<file path="config.mk">
export PLATFORM = sky130hd
export DESIGN_NAME = fifo_wr_arb_flat
export DESIGN_NICKNAME = d
export VERILOG_FILES = /design/src/rtl/fifo_wr_arb_if.sv /design/src/rtl/fifo_wr_arb.sv /design/src/flat_wrapper.sv
export SDC_FILE = /design/constraint.sdc
export NUM_CORES = 1
export LEC_CHECK = 0
export ABC_AREA = 1
export BUFFER_PORTS_ARGS = -buffer_cell sky130_fd_sc_hd__buf_2
export CAP_MARGIN = 5
export CORE_UTILIZATION = 53
export DETAILED_ROUTE_END_ITERATION = 12
export PLACE_DENSITY = 0.87
export SLEW_MARGIN = 5
export SYNTH_ARGS = -nofsm -noshare
export SYNTH_HDL_FRONTEND = slang
export SYNTH_SLANG_ARGS = --single-unit
export TNS_END_PERCENT = 50
</file>
<file path="constraint.sdc">
create_clock -name clk -period 2.5 [get_ports clk]
set_input_delay 0.25 -clock clk [delete_from_list [all_inputs] [get_ports clk]]
set_output_delay 0.25 -clock clk [all_outputs]
set_load 0.01 [all_outputs]
</file>
<file path="src/rtl/fifo_wr_arb_if.sv">
// -----------------------------------------------------------------------------
// fifo_wr_arb_if
// Bundles every signal between the frame arbiter and its surroundings: the two
// byte-stream requesters, the FIFO write port and the status outputs.
//
// Signals
//   s0_data/s0_valid/s0_last  requester 0 beat (to arbiter)
//   s0_ready                  requester 0 accept (from arbiter)
//   s1_*                      same for requester 1
//   fifo_full                 FIFO backpressure (to arbiter)
//   fifo_w_en, fifo_data      FIFO write port (from arbiter)
//   grant                     one-hot current owner, 2'b00 when idle
//   frame_len, frame_len_vld  length of last completed frame + update pulse
//   frame_cnt0, frame_cnt1    completed frames per requester
//
// Modports
//   slave  : the arbiter side
//   master : the environment side (requesters, FIFO, status consumer)
// -----------------------------------------------------------------------------
interface fifo_wr_arb_if #(
  parameter int WIDTH = 8,
  parameter int LEN_W = 11,
  parameter int CNT_W = 16
) ();

  logic [WIDTH-1:0] s0_data;
  logic             s0_valid;
  logic             s0_last;
  logic             s0_ready;

  logic [WIDTH-1:0] s1_data;
  logic             s1_valid;
  logic             s1_last;
  logic             s1_ready;

  logic             fifo_full;
  logic             fifo_w_en;
  logic [WIDTH-1:0] fifo_data;

  logic [1:0]       grant;
  logic [LEN_W-1:0] frame_len;
  logic             frame_len_vld;
  logic [CNT_W-1:0] frame_cnt0;
  logic [CNT_W-1:0] frame_cnt1;

  modport slave (
    input  s0_data, s0_valid, s0_last,
    input  s1_data, s1_valid, s1_last,
    input  fifo_full,
    output s0_ready, s1_ready,
    output fifo_w_en, fifo_data,
    output grant, frame_len, frame_len_vld, frame_cnt0, frame_cnt1
  );

  modport master (
    output s0_data, s0_valid, s0_last,
    output s1_data, s1_valid, s1_last,
    output fifo_full,
    input  s0_ready, s1_ready,
    input  fifo_w_en, fifo_data,
    input  grant, frame_len, frame_len_vld, frame_cnt0, frame_cnt1
  );

endinterface

</file>
<file path="src/rtl/fifo_wr_arb.sv">
// -----------------------------------------------------------------------------
// fifo_wr_arb
// Frame-level round-robin arbiter sharing one FIFO write port between two
// byte-stream requesters. A grant is held from the first beat of a frame until
// its last beat is accepted, so frames never interleave in the FIFO. FIFO full
// stalls the owner without losing or duplicating beats. Completed frames update
// a length report and per-requester counters.
//
// Ports
//   clk   write-side clock (FIFO wclk domain)
//   srst  synchronous reset, active high
//   bus   fifo_wr_arb_if.slave: requester handshakes, FIFO write port, status
//
// The requester -> FIFO path is purely combinational from the registered grant,
// giving zero-cycle latency and one beat per cycle inside a frame.
// -----------------------------------------------------------------------------
module fifo_wr_arb #(
  parameter int WIDTH = 8,
  parameter int LEN_W = 11,
  parameter int CNT_W = 16
) (
  input  logic          clk,
  input  logic          srst,
  fifo_wr_arb_if.slave  bus
);

  typedef enum logic [0:0] {
    IDLE = 1'b0,
    BUSY = 1'b1
  } state_t;

  localparam logic [LEN_W-1:0] LEN_MAX = {LEN_W{1'b1}};
  localparam logic [LEN_W-1:0] LEN_ONE = {{(LEN_W-1){1'b0}}, 1'b1};
  localparam logic [CNT_W-1:0] CNT_ONE = {{(CNT_W-1){1'b0}}, 1'b1};

  // Registered state
  state_t           state_q;
  logic [1:0]       grant_q;
  logic             prio_q;
  logic [LEN_W-1:0] beat_cnt_q;
  logic [LEN_W-1:0] frame_len_q;
  logic             frame_len_vld_q;
  logic [CNT_W-1:0] frame_cnt0_q;
  logic [CNT_W-1:0] frame_cnt1_q;

  // Combinational helpers
  logic             own_valid_s;
  logic             own_last_s;
  logic [WIDTH-1:0] own_data_s;
  logic             accept_s;
  logic             s0_ready_s;
  logic             s1_ready_s;
  logic [LEN_W-1:0] beats_d;

  // Select the current owner's beat; everything reads zero while idle.
  always_comb begin
    own_valid_s = 1'b0;
    own_last_s  = 1'b0;
    own_data_s  = {WIDTH{1'b0}};
    case (grant_q)
      2'b01: begin
        own_valid_s = bus.s0_valid;
        own_last_s  = bus.s0_last;
        own_data_s  = bus.s0_data;
      end
      2'b10: begin
        own_valid_s = bus.s1_valid;
        own_last_s  = bus.s1_last;
        own_data_s  = bus.s1_data;
      end
      default: begin
        own_valid_s = 1'b0;
        own_last_s  = 1'b0;
        own_data_s  = {WIDTH{1'b0}};
      end
    endcase
  end

  // Handshake qualification: only the owner sees ready, and only while the
  // FIFO has room. Ready does not depend on valid.
  always_comb begin
    s0_ready_s = 1'b0;
    s1_ready_s = 1'b0;
    accept_s   = 1'b0;
    if (state_q == BUSY) begin
      s0_ready_s = grant_q[0] & ~bus.fifo_full;
      s1_ready_s = grant_q[1] & ~bus.fifo_full;
      accept_s   = own_valid_s & ~bus.fifo_full;
    end else begin
      s0_ready_s = 1'b0;
      s1_ready_s = 1'b0;
      accept_s   = 1'b0;
    end
  end

  // Beat count including the beat accepted this cycle, saturating at all-ones
  // so oversize frames report the maximum instead of wrapping to a small value.
  always_comb begin
    beats_d = beat_cnt_q;
    if (beat_cnt_q == LEN_MAX) begin
      beats_d = LEN_MAX;
    end else begin
      beats_d = beat_cnt_q + LEN_ONE;
    end
  end

  // Arbitration FSM, beat counter and status registers.
  always_ff @(posedge clk) begin
    if (srst) begin
      state_q         <= IDLE;
      grant_q         <= 2'b00;
      prio_q          <= 1'b0;
      beat_cnt_q      <= {LEN_W{1'b0}};
      frame_len_q     <= {LEN_W{1'b0}};
      frame_len_vld_q <= 1'b0;
      frame_cnt0_q    <= {CNT_W{1'b0}};
      frame_cnt1_q    <= {CNT_W{1'b0}};
    end else begin
      frame_len_vld_q <= 1'b0;
      case (state_q)
        IDLE: begin
          // Arbitration is on valid only; a full FIFO does not stop granting.
          if (bus.s0_valid && (!bus.s1_valid || !prio_q)) begin
            state_q    <= BUSY;
            grant_q    <= 2'b01;
            beat_cnt_q <= {LEN_W{1'b0}};
          end else if (bus.s1_valid) begin
            state_q    <= BUSY;
            grant_q    <= 2'b10;
            beat_cnt_q <= {LEN_W{1'b0}};
          end else begin
            state_q <= IDLE;
            grant_q <= 2'b00;
          end
        end
        BUSY: begin
          if (accept_s && own_last_s) begin
            state_q         <= IDLE;
            grant_q         <= 2'b00;
            // The finishing source loses priority to the other one.
            prio_q          <= grant_q[0];
            frame_len_q     <= beats_d;
            frame_len_vld_q <= 1'b1;
            beat_cnt_q      <= {LEN_W{1'b0}};
            if (grant_q[0]) begin
              frame_cnt0_q <= frame_cnt0_q + CNT_ONE;
            end else begin
              frame_cnt1_q <= frame_cnt1_q + CNT_ONE;
            end
          end else if (accept_s) begin
            beat_cnt_q <= beats_d;
          end else begin
            // Owner idle or FIFO full: hold the grant, no timeout.
            beat_cnt_q <= beat_cnt_q;
          end
        end
        default: begin
          state_q <= IDLE;
          grant_q <= 2'b00;
        end
      endcase
    end
  end

  // Combinational datapath to the FIFO and requesters.
  assign bus.s0_ready      = s0_ready_s;
  assign bus.s1_ready      = s1_ready_s;
  assign bus.fifo_w_en     = accept_s;
  assign bus.fifo_data     = own_data_s;

  // Registered status outputs.
  assign bus.grant         = grant_q;
  assign bus.frame_len     = frame_len_q;
  assign bus.frame_len_vld = frame_len_vld_q;
  assign bus.frame_cnt0    = frame_cnt0_q;
  assign bus.frame_cnt1    = frame_cnt1_q;

endmodule

</file>
<file path="src/flat_wrapper.sv">
// flat-port wrapper written by rule: the top's interface ports become plain ports
module fifo_wr_arb_flat 
#(
  parameter int WIDTH = 8,
  parameter int LEN_W = 11,
  parameter int CNT_W = 16
)
  (clk, srst, bus_s0_data, bus_s0_valid, bus_s0_last, bus_s1_data, bus_s1_valid, bus_s1_last, bus_fifo_full, bus_s0_ready, bus_s1_ready, bus_fifo_w_en, bus_fifo_data, bus_grant, bus_frame_len, bus_frame_len_vld, bus_frame_cnt0, bus_frame_cnt1);
  fifo_wr_arb_if #(.WIDTH(WIDTH), .LEN_W(LEN_W), .CNT_W(CNT_W)) bus_i ();
  input  logic clk;
  input  logic srst;
  input wire logic [$bits(bus_i.s0_data)-1:0] bus_s0_data;
  input wire logic [$bits(bus_i.s0_valid)-1:0] bus_s0_valid;
  input wire logic [$bits(bus_i.s0_last)-1:0] bus_s0_last;
  input wire logic [$bits(bus_i.s1_data)-1:0] bus_s1_data;
  input wire logic [$bits(bus_i.s1_valid)-1:0] bus_s1_valid;
  input wire logic [$bits(bus_i.s1_last)-1:0] bus_s1_last;
  input wire logic [$bits(bus_i.fifo_full)-1:0] bus_fifo_full;
  output wire logic [$bits(bus_i.s0_ready)-1:0] bus_s0_ready;
  output wire logic [$bits(bus_i.s1_ready)-1:0] bus_s1_ready;
  output wire logic [$bits(bus_i.fifo_w_en)-1:0] bus_fifo_w_en;
  output wire logic [$bits(bus_i.fifo_data)-1:0] bus_fifo_data;
  output wire logic [$bits(bus_i.grant)-1:0] bus_grant;
  output wire logic [$bits(bus_i.frame_len)-1:0] bus_frame_len;
  output wire logic [$bits(bus_i.frame_len_vld)-1:0] bus_frame_len_vld;
  output wire logic [$bits(bus_i.frame_cnt0)-1:0] bus_frame_cnt0;
  output wire logic [$bits(bus_i.frame_cnt1)-1:0] bus_frame_cnt1;
  assign bus_i.s0_data = bus_s0_data;
  assign bus_i.s0_valid = bus_s0_valid;
  assign bus_i.s0_last = bus_s0_last;
  assign bus_i.s1_data = bus_s1_data;
  assign bus_i.s1_valid = bus_s1_valid;
  assign bus_i.s1_last = bus_s1_last;
  assign bus_i.fifo_full = bus_fifo_full;
  assign bus_s0_ready = bus_i.s0_ready;
  assign bus_s1_ready = bus_i.s1_ready;
  assign bus_fifo_w_en = bus_i.fifo_w_en;
  assign bus_fifo_data = bus_i.fifo_data;
  assign bus_grant = bus_i.grant;
  assign bus_frame_len = bus_i.frame_len;
  assign bus_frame_len_vld = bus_i.frame_len_vld;
  assign bus_frame_cnt0 = bus_i.frame_cnt0;
  assign bus_frame_cnt1 = bus_i.frame_cnt1;
  fifo_wr_arb #(.WIDTH(WIDTH), .LEN_W(LEN_W), .CNT_W(CNT_W)) u_core (.clk(clk), .srst(srst), .bus(bus_i));
endmodule
</file>
## Word level (Yosys, flattened, before mapping)

Index checks and enable logic that the tools add are counted.
Widths: inputs -> output; s select.

| operators by class | value |
|---|---|
| add/sub/neg operators | 3 |
| multipliers | 0 |
| divide/modulo/power cells | 0 |
| magnitude comparators | 0 |
| eq/ne operators | 6 |
| shift-type cells | 0 |
| multiplexer cells | 21 |
| bitwise operators | 6 |
| reduce and logical (&&, ||, !) cells | 10 |

Operators with widths:

| operator | count |
|---|---|
| $mux 11 | 5 |
| $add 16x1->16 const B | 2 |
| $pmux 11 s2 | 1 |
| $pmux 8 s2 | 1 |
| $add 11x1->11 const B | 1 |
| $eq 11x11->1 const B | 1 |
| $mux 1 | 7 |
| $mux 2 | 3 |
| $pmux 1 s2 | 3 |
| $reduce_and 3->1 | 2 |
| $pmux 2 s2 | 1 |
| $reduce_and 2->1 | 2 |
| $and 1x1->1 | 3 |
| $ne 3x2->1 const B | 1 |
| $ne 3x3->1 const B | 1 |
| $not 1->1 | 3 |
| $eq 2x1->1 const B | 1 |
| $eq 2x2->1 const B | 1 |
| $logic_and 1x1->1 | 2 |
| $logic_not 1->1 | 2 |
| $ne 2x2->1 const B | 1 |
| $reduce_or 2->1 | 1 |
| $logic_or 1x1->1 | 1 |

| storage, ports and cells | value |
|---|---|
| flip-flop bits (word level) | 59 |
| bits in latches | 0 |
| memory bits (writable) | 0 |
| memory bits (read-only) | 0 |
| bits of input ports | 23 |
| output and inout port bits | 57 |
| word-level logic and storage cells | 54 |
| memories kept | 0 |

## Logic depth before layout (Yosys ltp)

| logic depth | value |
|---|---|
| depth after elaboration | 7 |
| depth in mapped cells | 13 |
| gate-level depth less buffers | 12 |

## Worst setup path before layout

No wires, ideal clock.

| timing | value |
|---|---|
| kind | reg2reg |
| start point | register u_core.grant_q[0] (netlist: u_core.bus.grant[0]) |
| end point | register u_core.frame_cnt0_q[4] (netlist: u_core.bus.frame_cnt0[4]) |
| setup time | 132 ps |
| arrival | 1946 ps |
| data required time | 2368 ps |
| path slack | 421 ps |
| cell stages (with the launch flop) | 13 |
| path buffers | 2 |
| clock period less this slack | 2079 ps |
| cells stage by stage | dfxtp_1 -> inv_1 -> ha_1 -> buf_6 -> nor2_4 -> nand2_2 -> nor2_4 -> nand2_4 -> nor2_8 -> inv_2 -> buf_6 -> nand2_1 -> a21oi_1 |

| between the ends | value |
|---|---|
| longest elaborated chain between the ends | 6 |
| elaborated cells between the ends (all ways) | 8 |
| those cells by class | 2 x eq/ne; 3 x mux; 1 x bitwise; 2 x reduce/logical |

Ends and longest elaborated chain:

| what | RTL line | RTL |
|---|---|---|
| start, declared | fifo_wr_arb.sv:38 | `logic [1:0] grant_q;` |
| start signal, assigned | fifo_wr_arb.sv:111 | `grant_q <= 2'b00;` |
| start signal, assigned | fifo_wr_arb.sv:125 | `grant_q <= 2'b01;` |
| start signal, assigned | fifo_wr_arb.sv:129 | `grant_q <= 2'b10;` |
| $eq 2x2->1 / $eq 2x1->1 (equally long branches) | fifo_wr_arb.sv:60 | `case (grant_q)` |
| $pmux 1 s2 (*) | fifo_wr_arb.sv:60 |  |
| $and 1x1->1 (*) | fifo_wr_arb.sv:88 | `accept_s = own_valid_s & ~bus.fifo_full;` |
| $mux 1 (*) | fifo_wr_arb.sv:85 | `if (state_q == BUSY) begin` |
| net bus_fifo_w_en | flat_wrapper.sv:21 | `output wire logic [$bits(bus_i.fifo_w_en)-1:0] bus_fifo_w_en;` |
| $logic_and 1x1->1 (*) | fifo_wr_arb.sv:137 | `if (accept_s && own_last_s) begin` |
| $reduce_and 3->1 (no line) (*) | - |  |
| end signal, assigned | fifo_wr_arb.sv:116 | `frame_cnt0_q <= {CNT_W{1'b0}};` |
| end signal, assigned | fifo_wr_arb.sv:146 | `frame_cnt0_q <= frame_cnt0_q + CNT_ONE;` |
| end, declared | fifo_wr_arb.sv:43 | `logic [CNT_W-1:0] frame_cnt0_q;` |

The timed path passes the listed nets; every way through them passes the cells marked *.
A chain may end at the register's enable or synchronous reset.

## Worst setup path after layout

| timing | value |
|---|---|
| start point | register u_core.grant_q[0] (netlist: u_core.bus.grant[0]) |
| end point | register u_core.state_q |

| between the ends | value |
|---|---|
| longest elaborated chain between the ends | 7 |
| elaborated cells between the ends (all ways) | 9 |
| those cells by class | 2 x eq/ne; 5 x mux; 1 x bitwise; 1 x reduce/logical |

Ends and longest elaborated chain:

| what | RTL line | RTL |
|---|---|---|
| $eq 2x2->1 / $eq 2x1->1 (equally long branches) | fifo_wr_arb.sv:60 |  |
| $pmux 1 s2 | fifo_wr_arb.sv:60 |  |
| $and 1x1->1 | fifo_wr_arb.sv:88 |  |
| $mux 1 | fifo_wr_arb.sv:85 |  |
| $logic_and 1x1->1 (*) | fifo_wr_arb.sv:137 |  |
| $mux 1 (*) | fifo_wr_arb.sv:137 |  |
| $pmux 1 s2 (*) | fifo_wr_arb.sv:120 | `case (state_q)` |
| end signal, assigned | fifo_wr_arb.sv:124 | `state_q <= BUSY;` |
| end signal, assigned | fifo_wr_arb.sv:128 | `state_q <= BUSY;` |
| end signal, assigned | fifo_wr_arb.sv:138 | `state_q <= IDLE;` |
| end, declared | fifo_wr_arb.sv:37 | `state_t state_q;` |

Every way passes the cells marked *; elsewhere a longest branch is shown, timed or not.

==> flow_summary.ini <==
[pwr]
p_leak_nw = 1.69
vdd_drop_max_v = 0.000301
p_per_area_nw_per_um2 = 497
power_mw = 1.91

[clocking]
cts_root_buf = clkbuf_8
clock_latency_ns = 0.34
clkSinkCount = 59
postCtsResizedCells = 0
cts_buffers = 9
cts_hold_buf = 0
clock_path_buffers = 2
cts_tree = built
htreeDepth = 3
path_clk_slew_ns = 0.07
postCtsSetupBuffers = 0

[finish]
synthToLayoutAreaGrowth_pct = 18.7
antenna_cells = 0
final_layout_size_suffix_gt1_share_pct = 18.8
fin_nets = 608
fillCellCount = 542

[min_path]
hold_path_end = u_core.bus.grant[1]
hold_class = in -> reg
hold_depth = 3
hold_path_startpoint = bus_s1_valid

[flow_run]
cap_viol_max_count = 0

[setup_path]
critPathMostFrequentCell = nor2_1
worst_r2r_endpoint = u_core.state_q
cp_max_fo = 14
r2r_cells = 10
cp-end-kind = flop
path_cells = inv_1 > ha_1 > nor2_4 > nand2_2 > nor2_4 > nand2_4 > inv_1 > nor2_1 > nor2_1 > nor2_1
cp.required_ns = 2.71
reg2reg_from = u_core.bus.grant[0]
worst_path_max_delay_cell = ha_1
rrSetupSlack_ns = 0.26
critPathArrivalTime_ns = 2.44
critPathKind = reg -> reg
crit_path_start_kind = flop
max_stage_delay_ns = 0.45

[timing]
hold_slack_ns = 0.208
clock.fmax_ghz = 0.447
finalSetupViolations = 0
drv_slew = 0
max-slew-margin-rel_pct = 73.6
report.final.hold_viol_count = 0
worst_slew_pin_slew_ns = 0.396
finClkSkew_ns = 0.0117
rsz0062_at_grt = no
layout_min_cycle_time_ns = 2.24
period_share_pct = 89.4
tns_ns = 0

[die]
row_count = 28
ios = 80
dieArea_um2 = 6430
fp.dieH_um = 80.2
initial_core_util_pct = 54.8
fp.dieW_um = 80.2
coreArea_um2 = 5920

[global_routing]
antenna_found_initial = 0
grt_max_degree = 30
overflow = 0
track_usage_pct = 26.4
grt_pass1_vias = 3112
grt_first_pass_wirelength_um = 13400

[routing]
first_pass_iters = 5
antenna_left = 0
routed_wl_um = 8190
drc = 0
drtIter0Drc = 260
post_drt_wl_per_cell_um = 12.4
vias = 3475
vias_per_cell = 5.27

[yosys]
ys_ff_latch = 59
yosysWarnings = 0
synth.avg_cell_area_um2 = 6.45
synthArstFlopShare_pct = 0
syn-cell-area_um2 = 3240
synth_cell_types = 28
synthFlopType = dfxtp_1
yosysSeqAreaShare_pct = 36.4
synth_edf_count = 0
netlist_top_cells_area = dfxtp_1, nand2_1, nor2_1, a21oi_1, inv_1
synth_top_cell_area_share_pct = 36.4
yosysMostFrequentCell = nand2_1
synthCells = 503
synth_top_area_cell = dfxtp_1
ys_top_cells_by_count = nand2_1, nor2_1, dfxtp_1, a21oi_1, inv_1
synth.net_count = 531

[placement]
place_hpwl_um = 5840
portBuffers = 79
gp_congestion = 0.878

[run_status]
status = completed
## cell families (layout without fill, tap and decap cells)
| family | Yosys count | count (layout) | synth area share [%] |
|---|---|---|---|
| xor gates and xnor gates | 16 | 16 | 4.32 |
| adders and majority gates | 5 | 5 | 1.93 |
| AOI/OAI and AO/OA | 73 | 73 | 11.4 |
| buffers and inverters | 51 | 133 | 7.26 |
| and+or+nand+nor | 299 | 299 | 38.7 |
| DFF | 59 | 59 | 36.4 |
## layer usage
metal	routed length (µm)	global-route usage, %	part of all wire (%)	vias up
met3	417	4.32	5.1	12
met1	3430	30.1	42	1600
li1	-	-	-	1749
met4	127	12.7	1.6	0
met5	0	0	0	-
met2	4210	47.4	51	114
## stage by stage
step,setup slack (ns),cells,util (%),instance area (µm²)
6_report,0.264,660,65.0,3850
5_1_grt,0.0746,660,65.0,3850
4_1_cts,0.269,660,65.0,3850
3_5_place_dp,0.305,644,61.7,3650
3_3_place_gp,0.414,644,61.7,3650
2_1_floorplan,0.421,503,-,3240
## registers in the layout (all words and copies together), names as in the netlist
name	cells
u_core.beat_cnt_q	11
u_core.bus.grant	2
u_core.bus.frame_cnt0	16
u_core.bus.frame_len	11
u_core.bus.frame_len_vld	1
u_core.bus.frame_cnt1	16
u_core.prio_q	1
u_core.state_q	1
## where the power goes
part           internal [mW]  switching (mW)  total (mW)
sequential             0.943         0.00331       0.947
combinational         0.0359          0.0663       0.102
clock                  0.482           0.381       0.863
## critical path, delay by kind of cell, from the launching register on
| family | cells | cell delay [ns] |
|---|---|---|
| and+or+nand+nor | 7 | 0.92 |
| adders and majority gates | 1 | 0.45 |
| DFF | 1 | 0.37 |
| buffers and inverters | 2 | 0.37 |
## cells in the final DEF, fill, tap and decap left out, drive strengths merged, types with 3 or more instances in the layout
master / n
clkbuf: 11
nand3: 20
inv: 34
dfxtp: 59
nand3b: 4
clkinv: 3
nand2: 189
nor2: 73
a21oi: 51
xor2: 9
o21ai: 22
xnor2: 7
nor3: 3
nand4: 9
ha: 5
buf: 83
## worst max path at each step
stage | from | end | slack [ns]
final | u_core.bus.grant[0] | u_core.state_q | 0.26
after global routing | u_core.bus.grant[0] | u_core.state_q | 0.07
after CTS | u_core.bus.grant[0] | u_core.state_q | 0.27
after detailed placement | u_core.bus.grant[0] | u_core.bus.frame_cnt0[11] | 0.30
after global placement | u_core.bus.grant[0] | u_core.state_q | 0.41
after floorplan | u_core.bus.grant[0] | u_core.bus.frame_cnt0[4] | 0.42
## area by class of cell
cell class | count | area, µm² | share of cell area, %
clock inverters | 5 | 52.6 | 1.37
inverters | 34 | 128 | 3.32
clock buffers | 11 | 141 | 3.67
flip-flops and latches | 59 | 1180 | 30.7
multi-input cells | 393 | 1830 | 47.4
well taps | 75 | 93.8 | 2.44
repair buffers | 83 | 425 | 11.1
No activity file was read; power rests on OpenSTA's default activity.
